File: config.mk
export PLATFORM = sky130hd
export DESIGN_NAME = apb_timer
export DESIGN_NICKNAME = d
export VERILOG_FILES = /design/src/rtl/apb_timer.sv
export SDC_FILE = /design/constraint.sdc
export NUM_CORES = 1
export LEC_CHECK = 0
export ABC_CLOCK_PERIOD_IN_PS = 5930
export CAP_MARGIN = 20
export CORE_ASPECT_RATIO = 2
export CORE_MARGIN = 4
export CORE_UTILIZATION = 30
export CTS_BUF_LIST = sky130_fd_sc_hd__clkbuf_4 sky130_fd_sc_hd__clkbuf_8 sky130_fd_sc_hd__clkbuf_16
export CTS_CLUSTER_SIZE = 30
export DETAILED_ROUTE_END_ITERATION = 10
export HOLD_SLACK_MARGIN = 0.03
export MAX_ROUTING_LAYER = met4
export PLACE_DENSITY = 0.53
export SYNTH_ARGS = -nofsm -noshare
export SYNTH_HDL_FRONTEND = slang
export SYNTH_SLANG_ARGS = --single-unit
export TNS_END_PERCENT = 100
File: constraint.sdc
create_clock -name PCLK -period 5.93 [get_ports PCLK]
set_clock_uncertainty 0.05 [all_clocks]
set_input_delay 1.779 -clock PCLK [delete_from_list [all_inputs] [get_ports PCLK]]
set_output_delay 1.779 -clock PCLK [all_outputs]
set_load 0.01 [all_outputs]
File: src/rtl/apb_timer.sv
// APB down-counting timer with prescaler, one-shot/auto-reload modes and a level IRQ.
// Define APB_TIMER_WAIT_EN to add one wait state to every APB access.
module apb_timer #(
  parameter int PRESCALE_W = 16
) (
  input  logic        PCLK,
  input  logic        PRESETn,
  input  logic        PSEL,
  input  logic        PENABLE,
  input  logic        PWRITE,
  input  logic [31:0] PADDR,
  input  logic [31:0] PWDATA,
  input  logic [3:0]  PSTRB,
  output logic [31:0] PRDATA,
  output logic        PREADY,
  output logic        PSLVERR,
  output logic        IRQ
);

  logic                  en, auto_rl, irq_en;
  logic [31:0]           load_q, count_q;
  logic                  expired;
  logic [PRESCALE_W-1:0] presc_q, presc_cnt, presc_next;
  logic [31:0]           load_next, rdata;
  logic                  access, addr_bad, err, wr_commit, tick;
  logic                  wr_ctrl, wr_load, wr_status, wr_presc;
  logic                  unused_addr_lsbs;

  function automatic logic [31:0] merge_bytes(input logic [31:0] old_v,
                                               input logic [31:0] new_v,
                                               input logic [3:0]  strb);
    logic [31:0] res;
    for (int b = 0; b < 4; b++)
      res[b*8 +: 8] = strb[b] ? new_v[b*8 +: 8] : old_v[b*8 +: 8];
    return res;
  endfunction

  assign unused_addr_lsbs = ^PADDR[1:0];
  assign access = PSEL & PENABLE;

`ifdef APB_TIMER_WAIT_EN
  logic wait_q;

  // Set in the first ACCESS cycle, so PREADY rises in the second one.
  always_ff @(posedge PCLK or negedge PRESETn) begin
    if (!PRESETn) wait_q <= 1'b0;
    else          wait_q <= access & ~wait_q;
  end

  assign PREADY = wait_q;
`else
  assign PREADY = 1'b1;
`endif

  assign addr_bad  = PADDR[31:2] > 30'd4;
  assign err       = addr_bad | (PWRITE & (PADDR[4:2] == 3'd2));
  assign PSLVERR   = PRESETn & access & PREADY & err;
  assign wr_commit = PRESETn & access & PWRITE & PREADY & ~err;

  assign wr_ctrl   = wr_commit & (PADDR[4:2] == 3'd0);
  assign wr_load   = wr_commit & (PADDR[4:2] == 3'd1);
  assign wr_status = wr_commit & (PADDR[4:2] == 3'd3);
  assign wr_presc  = wr_commit & (PADDR[4:2] == 3'd4);

  assign tick      = en & (presc_cnt == presc_q);
  assign load_next = merge_bytes(load_q, PWDATA, PSTRB);

  always_comb begin
    presc_next = presc_q;
    for (int i = 0; i < PRESCALE_W; i++)
      if (PSTRB[i/8]) presc_next[i] = PWDATA[i];
  end

  always_comb begin
    rdata = '0;
    case (PADDR[4:2])
      3'd0:    rdata = {29'd0, irq_en, auto_rl, en};
      3'd1:    rdata = load_q;
      3'd2:    rdata = count_q;
      3'd3:    rdata = {31'd0, expired};
      3'd4:    rdata = {{(32-PRESCALE_W){1'b0}}, presc_q};
      default: rdata = '0;
    endcase
  end

  assign PRDATA = (PRESETn && access && !PWRITE && !addr_bad) ? rdata : '0;
  assign IRQ    = expired & irq_en;

  // Later assignments win, which encodes the collision precedence:
  // HW EN clear over CTRL write, EXP set over W1C, LOAD write over tick.
  always_ff @(posedge PCLK or negedge PRESETn) begin
    if (!PRESETn) begin
      en        <= 1'b0;
      auto_rl   <= 1'b0;
      irq_en    <= 1'b0;
      load_q    <= '0;
      count_q   <= '0;
      expired   <= 1'b0;
      presc_q   <= '0;
      presc_cnt <= '0;
    end else begin
      if (wr_ctrl && PSTRB[0]) {irq_en, auto_rl, en} <= PWDATA[2:0];
      if (tick && count_q == 32'd0 && !auto_rl) en <= 1'b0;

      if (wr_presc) presc_q <= presc_next;

      if (wr_status && PSTRB[0] && PWDATA[0]) expired <= 1'b0;
      if (tick && count_q == 32'd0) expired <= 1'b1;

      if (tick) begin
        if (count_q != 32'd0) count_q <= count_q - 32'd1;
        else if (auto_rl)     count_q <= load_q;
      end

      if (en) presc_cnt <= tick ? '0 : presc_cnt + PRESCALE_W'(1);

      if (wr_load) begin
        load_q    <= load_next;
        count_q   <= load_next;
        presc_cnt <= '0;
      end
    end
  end

endmodule

==> results.json, run 1 <==
{
  "worstSkewPairLatency_ns": 0.36,
  "path_max_fanout": 11,
  "synth_edf_count": 0,
  "synth_fa_ha_area_share_pct": 0.589,
  "drc": 0,
  "vdd_drop_max_mv": 0.114,
  "maxCapViolCount": 0,
  "critical_path.cell_chain": "clkdlybuf4s50_1, nor4_2, nand4_1, nor3_2, nand3b_1, buf_4, clkbuf_16, nor2_1, clkdlybuf4s50_1",
  "finalCritPeriodShare_pct": 98.9,
  "status": "finished, final reports clean",
  "syn_nets": 806,
  "cts_num_sinks": 100,
  "die_area_mm2": 0.0238,
  "ys_seq_elements": 100,
  "start_util_pct": 30.5,
  "yosys.area_share.simple_pct": 22.5,
  "avgSynthCellArea_um2": 8.73,
  "slew_violations": 0,
  "synth_warnings": 0,
  "end_kind": "output port",
  "drive_gt1_share_pct": 12.4,
  "dpl.hpwl_um": 16600,
  "die_y_um": 214,
  "critPathMaxStageDelay_ns": 0.55,
  "synth_mux_area_share_pct": 10.0,
  "fp.coreArea_mm2": 0.0209,
  "synth_top_family_by_area": "simple AND/OR/NAND/NOR gates",
  "critPathKind": "in -> out",
  "crit_slowest_cell": "clkdlybuf4s50_1",
  "max_clock_freq_ghz": 0.171,
  "via_per_inst": 5.38,
  "seq_area_frac_synth_pct": 39.3,
  "area_growth_pct": 28.0,
  "globalplace.congestion": 0.829,
  "synth_xor_area_share_pct": 5.08,
  "synth_compound_area_share_pct": 19.2,
  "crit_buf_inv": 4,
  "antenna_found_initial": 0,
  "slew_headroom_pct": 39.1,
  "grt_pass1_wl_um": 35100,
  "yosys_most_used_dff": "dfrtp_1",
  "setup_violations": 0,
  "diodes": 0,
  "clk_path_buf_depth": 2,
  "vias": 5924,
  "cp-start-kind": "primary input",
  "clk_pin_slew_ns": 0.08,
  "detail-route-antenna-nets": 0,
  "nets": 903,
  "grt_max_degree": 69,
  "cts-root-buf": "clkbuf_16",
  "overflow": 0,
  "required_ns": 4.10,
  "p_per_area_mw_per_mm2": 168,
  "crit_family": "buffers and inverters",
  "synthCells": 730,
  "chipWidth_um": 111,
  "worstHoldPathType": "reg -> reg",
  "dr.first_iter.drc_count": 328,
  "cts_made_buffers": 9,
  "p_total_uw": 1370,
  "p_leak_uw": 0.00350,
  "row_count": 75,
  "firstDrtPassIters": 4,
  "cts_tree": "built",
  "io_pins": 108,
  "drt_wl_total_um": 22400,
  "hold_viol": 0,
  "post-route-min-period_ns": 5.86,
  "async_flop_share_pct": 100,
  "grt_usage_pct": 19.1,
  "worst_pin_slew_ns": 0.914,
  "cts_max_level": 3,
  "fin_setup_tns_ns": 0,
  "grt_pass1_vias": 6268,
  "place.port_buffers": 104,
  "netlist_area_mm2": 0.00637,
  "wire_per_inst_um": 20.4,
  "synth_cell_types": 68,
  "cp_common_cell": "clkdlybuf4s50_1",
  "arrival_ns": 4.03
}
-- flip-flops by register name, indices dropped and copies added, names as in the netlist --
name / cells
en: 1
irq_en: 1
count_q: 32
presc_cnt: 16
load_q: 32
auto_rl: 1
expired: 1
presc_q: 16
-- cells by family after synthesis --
family          after synthesis
flops                       100
xor+xnor                     37
compound gates              189
buf+inv                      52
simple gates                290
mux                          58
fa+ha+maj                     3
other cells                   1
-- worst reg2reg max path: cells and delay by family (launching register included) --
family	cells	cell delay [ns]
simple gates	4	1.59
flops	1	0.48
buf+inv	3	0.73
compound gates	3	0.40
fa+ha+maj	1	0.19
-- power by group --
part / switching, µW / total [µW] / internal (µW) / leakage [µW]
clock network: 280 / 582 / 302 / 0.000132
logic: 54.6 / 110 / 55.7 / 0.00205
registers: 0.00000278 / 681 / 681 / 0.00132
total: 335 / 1370 / 1040 / 0.00350
-- through the flow --
stage | utilization (%) | cell area, µm² | cells | worst slack, ns | hold slack [ns]
floorplan | - | 6370 | 730 | 0.830 | 0.411
global placement | 37.2 | 7790 | 1082 | 0.0484 | 0.433
detailed placement | 37.2 | 7790 | 1082 | 0.0589 | 0.441
CTS | 38.6 | 8070 | 1098 | 0.0356 | 0.459
global route | 39.0 | 8160 | 1101 | -0.0285 | 0.492
finish | 39.0 | 8160 | 1101 | 0.0665 | 0.462
-- path summary, 6_finish.rpt --
| check | startpoint | end | slack, ns | depth (start not counted) |
|---|---|---|---|---|
| setup / recovery | PADDR[26] | PRDATA[14] | 0.07 | 9 |
| hold / removal | load_q[22] | load_q[22] | 0.46 | 2 |
| setup reg to reg | count_q[0] | count_q[18] | 2.39 | 11 |
| hold reg to reg | load_q[22] | load_q[22] | 0.46 | 2 |
| max in group asynchronous | PRESETn | count_q[3] | 3.10 | 3 |
| min in group asynchronous | PRESETn | expired | 1.43 | 2 |
-- routing by layer --
metal | vias to the layer above | part of all wire [%] | GRT usage [%]
met5 | - | 0 | -
met4 | 0 | 3.1 | 8.40
met3 | 35 | 2.5 | 1.52
met2 | 120 | 57 | 36.5
met1 | 2909 | 37 | 19.5
li1 | 2860 | - | -
-- cells in the final DEF (no fill, tap or decap), types with 3 or more instances in the layout --
| cell type | n |
|---|---|
| clkbuf_16 | 10 |
| nand4_1 | 13 |
| o31ai_1 | 4 |
| nand2b_1 | 6 |
| nor3_1 | 17 |
| a211o_1 | 3 |
| o21a_1 | 4 |
| o22ai_1 | 6 |
| dfrtp_1 | 100 |
| o21ai_0 | 49 |
| a2bb2oi_1 | 6 |
| nand3b_1 | 3 |
| buf_12 | 3 |
| dlymetal6s2s_1 | 13 |
| nor3b_2 | 3 |
| nand4b_1 | 3 |
| xor2_1 | 17 |
| inv_1 | 11 |
| and2_1 | 6 |
| clkinvlp_4 | 3 |
| a21oi_1 | 52 |
| clkdlybuf4s50_1 | 90 |
| nor2_1 | 98 |
| nand2_1 | 58 |
| nand3_1 | 27 |
| mux2i_1 | 14 |
| o221ai_1 | 3 |
| buf_4 | 19 |
| o21ai_1 | 3 |
| and3_1 | 6 |
| xnor2_1 | 20 |
| mux2_2 | 43 |
| nor2b_1 | 7 |
| nor4_1 | 14 |
| ha_1 | 3 |
| nor4_2 | 4 |
| or3_1 | 4 |
| or4_1 | 9 |
| a22oi_1 | 30 |
| a211oi_1 | 4 |
-- synth_stat cells (3+ instances only) --
master,number,area (µm²)
a22oi_1,30,225
nor3_1,18,90.1
o22ai_1,6,37.5
a211oi_1,4,30.0
ha_1,3,37.5
xor2_1,17,149
o21ai_0,49,245
clkbuf_1,28,105
nand3b_1,3,22.5
nand3_1,27,135
dfrtp_1,100,2500
and3_1,6,37.5
a21oi_1,52,260
o21ai_1,3,15.0
o31ai_1,4,30.0
a211o_1,3,26.3
nand4_1,13,81.3
or4_1,9,67.6
xnor2_1,20,175
o21a_1,4,30.0
or3_1,4,25.0
mux2i_1,14,140
nor4_1,16,100
buf_2,8,40.0
nand4b_1,3,26.3
nor2_1,99,372
nand2b_1,6,37.5
and2_1,6,37.5
a2bb2oi_1,6,52.6
mux2_2,43,484
inv_1,11,41.3
o221ai_1,3,26.3
buf_1,4,15.0
nor2b_1,7,43.8
nand2_1,58,218
-- final cells by class --
| type | instances | area (µm²) |
|---|---|---|
| well taps | 269 | 337 |
| flip-flops and latches | 100 | 2500 |
| fillers | 2103 | 12800 |
| clock inverters | 5 | 36.3 |
| multi-input cells | 578 | 3690 |
| inverters | 11 | 41.3 |
| repair buffers | 127 | 1300 |
| clock buffers | 11 | 246 |
-- repair_timing --
| action | 4_1_cts | 5_1_grt |
|---|---|---|
| hold buffers | 0 | 0 |
| setup endpoints to repair | 0 | 32 |
| gates resized for setup | 0 | 16 |
| setup buffers | 0 | 2 |
Power figures use the tool's default switching activity.
==> run 2, diff against run 1 <==
- CTS_CLUSTER_SIZE: 30 -> 12
==> results of run 2 <==
No change in the layout: final DEF, timing and power equal those of run 1.
